<file path="config.mk">
export PLATFORM = sky130hd
export DESIGN_NAME = reduction_table
export DESIGN_NICKNAME = d
export VERILOG_FILES = /design/src/rtl/reduction_table_pkg.sv /design/src/rtl/reduction_table_alu.sv /design/src/rtl/reduction_table.sv
export SDC_FILE = /design/constraint.sdc
export NUM_CORES = 2
export LEC_CHECK = 0
export CAP_MARGIN = 40
export CORE_MARGIN = 2
export CORE_UTILIZATION = 49
export CTS_CLUSTER_DIAMETER = 80
export DETAILED_ROUTE_END_ITERATION = 8
export PLACE_DENSITY = 0.69
export RECOVER_POWER = 100
export SETUP_SLACK_MARGIN = 0.2
export SLEW_MARGIN = 20
export SYNTH_ARGS = -nofsm -noshare
export SYNTH_HDL_FRONTEND = slang
export SYNTH_SLANG_ARGS = --single-unit
</file>
<file path="constraint.sdc">
create_clock -name clk -period 9.99 [get_ports clk]
set_clock_uncertainty 0.2 [all_clocks]
set_input_delay 2.4975 -clock clk [delete_from_list [all_inputs] [get_ports clk]]
set_output_delay 2.4975 -clock clk [all_outputs]
set_load 0.02 [all_outputs]
</file>
<file path="src/rtl/reduction_table_pkg.sv">
// Shared flit/entry layout and reduction op-codes for the allreduce datapath.
// Flit: {valid, dst, src, rank, contextId, tag, algtype, op, payload}.
package reduction_table_pkg;

  localparam int FlitWidth           = 82;
  localparam int ChildrenWidth       = 3;
  localparam int PacketWidth         = FlitWidth + ChildrenWidth;
  localparam int ReductionTableWidth = 91;

  localparam int ValidBitPos    = 81;
  localparam int DstPos         = 72;
  localparam int DstWidth       = 9;
  localparam int SrcPos         = 63;
  localparam int SrcWidth       = 9;
  localparam int RankPos        = 54;
  localparam int RankWidth      = 9;
  localparam int ContextIdPos   = 46;
  localparam int ContextIdWidth = 8;
  localparam int TagPos         = 38;
  localparam int TagWidth       = 8;
  localparam int AlgTypePos     = 36;
  localparam int AlgTypeWidth   = 2;
  localparam int opPos          = 32;
  localparam int OpWidth        = 4;
  localparam int PayloadPos     = 0;
  localparam int PayloadWidth   = 32;
  localparam int ChildrenPos    = 82;

  // contextId and tag are adjacent, so the key is one contiguous slice
  localparam int KeyPos   = TagPos;
  localparam int KeyWidth = ContextIdWidth + TagWidth;

  localparam int LeafBit        = 90;
  localparam int ExtraWaitBit   = 89;
  localparam int WaitCountPos   = 85;
  localparam int WaitCountWidth = 4;

  typedef logic [ReductionTableWidth-1:0] entry_t;

  typedef enum logic [OpWidth-1:0] {
    OP_SUM = 4'b0000,
    OP_MAX = 4'b0001,
    OP_MIN = 4'b0010,
    OP_AND = 4'b0011,
    OP_OR  = 4'b0100,
    OP_XOR = 4'b0101
  } reduce_op_e;

  typedef enum logic [1:0] {
    ENT_FREE,
    ENT_COLLECT,
    ENT_WAIT,
    ENT_READY
  } entry_state_e;

  function automatic entry_state_e entry_state(input entry_t e);
    if (!e[ValidBitPos])                            return ENT_FREE;
    if (!e[ExtraWaitBit])                           return ENT_COLLECT;
    if (e[WaitCountPos +: WaitCountWidth] != '0)    return ENT_WAIT;
    return ENT_READY;
  endfunction

endpackage

</file>
<file path="src/rtl/reduction_table_alu.sv">
// Combinational 32-bit unsigned reduction operator; unknown op-codes keep the
// accumulated value so a malformed contribution cannot corrupt the result.
module reduce_alu
  import reduction_table_pkg::*;
(
  input  logic [OpWidth-1:0]      op,
  input  logic [PayloadWidth-1:0] a,
  input  logic [PayloadWidth-1:0] b,
  output logic [PayloadWidth-1:0] result
);

  always_comb begin
    result = a;
    case (op)
      OP_SUM:  result = a + b;
      OP_MAX:  result = (a > b) ? a : b;
      OP_MIN:  result = (a < b) ? a : b;
      OP_AND:  result = a & b;
      OP_OR:   result = a | b;
      OP_XOR:  result = a ^ b;
      default: result = a;
    endcase
  end

endmodule

</file>
<file path="src/rtl/reduction_table.sv">
// Associative reduction table: merges contributions sharing (contextId, tag),
// counts down a modelled adder latency, then emits one reduced flit per cycle.
module reduction_table
  import reduction_table_pkg::*;
#(
  parameter int ReductionTableSize = 6,
  parameter int AdderLatency       = 14,
  parameter int DropCntWidth       = 8
) (
  input  logic                    clk,
  input  logic                    rst,
  input  logic [PacketWidth-1:0]  packetIn,
  output logic [FlitWidth-1:0]    packetOut,
  output logic                    overflow,
  output logic [DropCntWidth-1:0] drop_count
);

  localparam int IdxW = (ReductionTableSize > 1) ? $clog2(ReductionTableSize) : 1;
  localparam logic [WaitCountWidth-1:0] WaitInit = WaitCountWidth'(AdderLatency);

  function automatic logic [DropCntWidth-1:0] sat_inc(input logic [DropCntWidth-1:0] v);
    return (&v) ? v : v + DropCntWidth'(1);
  endfunction

  entry_t       table_q [ReductionTableSize];
  entry_state_e st      [ReductionTableSize];

  logic                     in_vld_p0;
  logic [KeyWidth-1:0]      in_key_p0;
  logic                     hit_found, free_found, rdy_found;
  logic [IdxW-1:0]          hit_idx, free_idx, rdy_idx;
  entry_t                   hit_entry, hit_next, alloc_next;
  logic [ChildrenWidth-1:0] children_dec;
  logic [PayloadWidth-1:0]  alu_result;

  assign in_vld_p0 = packetIn[ValidBitPos];
  assign in_key_p0 = packetIn[KeyPos +: KeyWidth];

  // ---- stage p0: table search (descending loop leaves the lowest index) ----
  always_comb begin
    hit_found  = 1'b0;
    hit_idx    = '0;
    free_found = 1'b0;
    free_idx   = '0;
    rdy_found  = 1'b0;
    rdy_idx    = '0;
    for (int i = ReductionTableSize - 1; i >= 0; i--) begin
      st[i] = entry_state(table_q[i]);
      if (in_vld_p0 && st[i] == ENT_COLLECT &&
          table_q[i][KeyPos +: KeyWidth] == in_key_p0) begin
        hit_found = 1'b1;
        hit_idx   = IdxW'(i);
      end
      if (st[i] == ENT_FREE) begin
        free_found = 1'b1;
        free_idx   = IdxW'(i);
      end
      if (st[i] == ENT_READY) begin
        rdy_found = 1'b1;
        rdy_idx   = IdxW'(i);
      end
    end
  end

  assign hit_entry = table_q[hit_idx];

  reduce_alu u_alu (
    .op     (hit_entry[opPos +: OpWidth]),
    .a      (hit_entry[PayloadPos +: PayloadWidth]),
    .b      (packetIn[PayloadPos +: PayloadWidth]),
    .result (alu_result)
  );

  // Only payload and children change on a hit; header stays from the first packet.
  always_comb begin
    children_dec = hit_entry[ChildrenPos +: ChildrenWidth] - ChildrenWidth'(1);
    hit_next     = hit_entry;
    hit_next[PayloadPos +: PayloadWidth]   = alu_result;
    hit_next[ChildrenPos +: ChildrenWidth] = children_dec;
    if (children_dec == '0) begin
      hit_next[ExtraWaitBit]                   = 1'b1;
      hit_next[WaitCountPos +: WaitCountWidth] = WaitInit;
    end
  end

  always_comb begin
    alloc_next                    = '0;
    alloc_next[PacketWidth-1:0]   = packetIn;
    if (packetIn[ChildrenPos +: ChildrenWidth] == '0) begin
      alloc_next[LeafBit]      = 1'b1;
      alloc_next[ExtraWaitBit] = 1'b1;
    end
  end

  // ---- stage p1: table update and emission register ----
  always_ff @(posedge clk) begin
    if (rst) begin
      for (int i = 0; i < ReductionTableSize; i++) table_q[i] <= '0;
      packetOut  <= '0;
      overflow   <= 1'b0;
      drop_count <= '0;
    end else begin
      packetOut <= rdy_found ? table_q[rdy_idx][FlitWidth-1:0] : '0;
      if (in_vld_p0 && !hit_found && !free_found) begin
        overflow   <= 1'b1;
        drop_count <= sat_inc(drop_count);
      end
      for (int i = 0; i < ReductionTableSize; i++) begin
        if (rdy_found && rdy_idx == IdxW'(i)) begin
          table_q[i] <= '0;
        end else if (hit_found && hit_idx == IdxW'(i)) begin
          table_q[i] <= hit_next;
        end else if (in_vld_p0 && !hit_found && free_found && free_idx == IdxW'(i)) begin
          table_q[i] <= alloc_next;
        end else if (st[i] == ENT_WAIT) begin
          table_q[i][WaitCountPos +: WaitCountWidth] <=
            table_q[i][WaitCountPos +: WaitCountWidth] - WaitCountWidth'(1);
        end
      end
    end
  end

endmodule

</file>
==> results by group <==
Logic synthesis
  – Top cells by count, synth: nand2_1, o21ai_0, edfxtp_1
  – Synthesized area per cell: 8.80 sq um
  – Synth top area share: 41.3%
  – Share of async-settable or async-resettable flops after synthesis: 0%
  – EDFF count, synth: 540
  – Prevailing post-synth register cell: edfxtp_1
  – Post-Synthesis Cell Area: 0.0393 sq mm
  – Flops & latches, synth: 631
  – Seq/Total Area, Yosys: 46.0%
  – Most common cell in the netlist: nand2_1
  – Top post-synthesis cells by area: edfxtp_1, nand2_1, o21ai_0
  – Yosys top cell by area: edfxtp_1
  – Yosys cell types: 106
  – Syn nets: 4,655
  – Synth warn: 0
  – Gate Count Post-Synth: 4,462

Setup path
  – Crit path capture: table_q[4][87]
  – RR Startpoint: table_q[3][85]
  – Critical path type: input port to flip-flop
  – Slowest cell on crit path: clkbuf_1
  – RR Endpoint: table_q[3][19]
  – Slowest Stage Delay on Critical Path: 1.72 ns
  – CP Max Fanout: 29
  – Cell breakdown of the critical path: dlygate4sd3_1 -> xor2_1 -> or4b_4 -> nor4_4 -> o211ai_2 -> o31ai_4 -> clkbuf_1 -> and2_0 -> clkbuf_1 -> clkbuf_1 -> a22oi_1 -> o21ai_0 -> nor2_1 -> a21oi_1 -> nor2_1 -> o22ai_1
  – Reg2Reg Depth: 11
  – Setup crit start: packetIn[52]
  – CP arrival: 9.89 ns
  – CP Capture Type: flip-flop
  – Reg2Reg Setup Slack: 0.43 ns
  – Required time of the critical path: 10.19 ns
  – Most Frequent Cell on Critical Path: clkbuf_1
  – Setup crit start kind: input port

STA
  – Slew HR: -141%
  – Minimum clock period: 9.69 ns
  – Pins Over Slew Limit: 986
  – Fin crit share: 97.0%
  – Setup Viol. Count Final: 0
  – Max Clk Rate: 103 MHz
  – Final WS setup: 0.297 ns
  – Worst Max-Slew Pin Slew: 3.61 ns
  – Final Hold Viols: 0
  – RSZ-0062 raised after global routing: no
  – Setup Total Neg Slack: 0 ns

Die
  – Die width: 287 um
  – Ports: 178
  – Die Y: 287 um
  – DIE AREA: 0.0824 sq mm
  – Row Count: 103
  – Starting Density: 49.6%
  – Core ar.: 0.0791 sq mm

Clock network
  – Hold-fix buffers, CTS: 0
  – Latest clock arrival within the worst-skew pair: 0.64 ns
  – Root Buffer: clkbuf_16
  – Clock Sinks: 631
  – Post-CTS setup buffer count: 0
  – Clk slew on worst S/H paths: 0.06 ns
  – Clock tree buffer depth: 3
  – Post-cts sizing count: 0
  – Clock tree from TritonCTS: yes
  – H-tree level count: 3
  – Cts bufs inserted: 73

Power and ir drop
  – Pwr/cell area: 154 mW/mm^2
  – Final Power: 6.91 mW
  – Peak VDD IR: 0.116 mV
  – LEAKAGE: 16.4 nW

GRT
  – Largest net degree at the start of global routing: 163
  – Vias in the first global route: 35,900
  – First-pass GRT wire length: 224 mm
  – Gr ovfl total: 0
  – All-layer global routing usage: 35.9%
  – Initial antenna violation count: 7

Routing
  – Avg WL per Cell: 26.8 um
  – Drt initial violations: 5,094
  – Pre-antenna DRT Iters: 8
  – Final wirelength: 152 mm
  – Vias per cell: 6.65
  – Final ANT Viol Nets: 0
  – DRC: 0
  – Routed via count: 37,700

Placement
  – Gp weighted congestion: 1.07
  – IO buf count: 177
  – Inst Count DP: 5,526
  – Pre-CTS setup slack: 0.0358 ns
  – Hpwl dp: 94.2 mm

Hold path
  – Min-Delay Path Class: flip-flop to flip-flop
  – Hold_sp: overflow

Status
  – Status: complete, but fails checks
  – Failing checks: capacitance limit, slew limit

Finish
  – Layout cell share with drive strength beyond 1: 7.58%
  – Non-filler instance count after layout: 5,670
  – Fillcell total: 7,053
  – Nets: 4,749
  – Area growth syn-to-layout: 14.6%

Job
  – Max-Cap Viols: 28
where the power goes:
part	internal (mW)	switching [mW]	total [mW]
logic	0.366	0.732	1.10
clock network	1.56	1.16	2.72
registers	3.00	0.0904	3.09
total	4.93	1.98	6.91
flip-flops by register name (all words and copies together) (netlist names):
| register | count |
|---|---|
| packetOut | 82 |
| drop_count | 8 |
| table_q | 540 |
| overflow | 1 |
logic make-up (layout without fill, tap and decap cells):
family / Yosys count / in the layout / synth area share (%)
compound gates: 1409 / 1409 / 22.6
xor+xnor: 120 / 120 / 2.70
fa+ha+maj: 106 / 106 / 3.40
buf+inv: 474 / 629 / 4.87
flops: 631 / 631 / 46.0
mux: 80 / 80 / 2.06
other cells: 0 / 3 / 0
simple gates: 1642 / 1642 / 18.5
placed cells by master, fill, tap and decap left out, drive strengths merged, types with 9 or more instances in the layout:
| cell | count |
|---|---|
| a211oi | 89 |
| a21oi | 120 |
| a221o | 20 |
| a221oi | 17 |
| a22oi | 53 |
| a311oi | 88 |
| a31oi | 86 |
| and2 | 12 |
| and3 | 22 |
| buf | 160 |
| clkbuf | 147 |
| clkdlybuf4s50 | 83 |
| clkinv | 17 |
| dfxtp | 91 |
| dlygate4sd3 | 94 |
| edfxtp | 540 |
| ha | 105 |
| inv | 124 |
| mux2i | 75 |
| nand2 | 1031 |
| nand2b | 15 |
| nand3 | 80 |
| nand3b | 14 |
| nand4 | 40 |
| nor2 | 203 |
| nor2b | 94 |
| nor3 | 43 |
| nor3b | 12 |
| nor4 | 27 |
| o21a | 13 |
| o21ai | 693 |
| o21bai | 18 |
| o221ai | 22 |
| o22ai | 92 |
| or2 | 9 |
| or3 | 18 |
| xnor2 | 59 |
| xor2 | 61 |
worst max-delay path, delay by kind of cell:
| family | cells | cell delay, ns |
|---|---|---|
| buffers and inverters | 4 | 3.61 |
| AND/OR/NAND/NOR | 5 | 2.35 |
| AO/OA/AOI/OAI | 6 | 1.24 |
| XOR/XNOR | 1 | 0.18 |
per-stage QoR:
step	instance area (sq um)	utilization, %	hold slack [ns]
floorplan	39300	-	0.322
global placement	42600	53.8	0.234
detailed placement	42900	54.2	0.256
CTS	45300	57.2	0.274
global route	45000	56.8	0.287
finish	45000	56.8	0.272
layout make-up:
type	instances	area, sq um	area share, %
multi-input combinational	3357	19400	43.1
clock inverter	25	243	0.540
sequential	631	18000	40.1
antenna	3	7.51	0.0167
inverter	120	450	1.00
clock buffer	111	2160	4.81
tap	1050	1310	2.92
timing repair buffer	373	3390	7.54
routing by layer:
layer | up-vias | global-route usage, % | share of wire (%)
met5 | - | 0 | 0.020
met4 | 4 | 18.8 | 5.4
met3 | 572 | 6.69 | 12
met2 | 2768 | 57.9 | 46
met1 | 17900 | 45.9 | 37
li1 | 16400 | - | -
how the worst min path moves through the flow:
stage	to	cells past startpoint
after CTS	overflow	2
after global placement	overflow	2
final	overflow	2
after floorplan	overflow	2
after detailed placement	overflow	2
after global routing	overflow	2
Note: power is estimated with default switching activity, not from simulation.
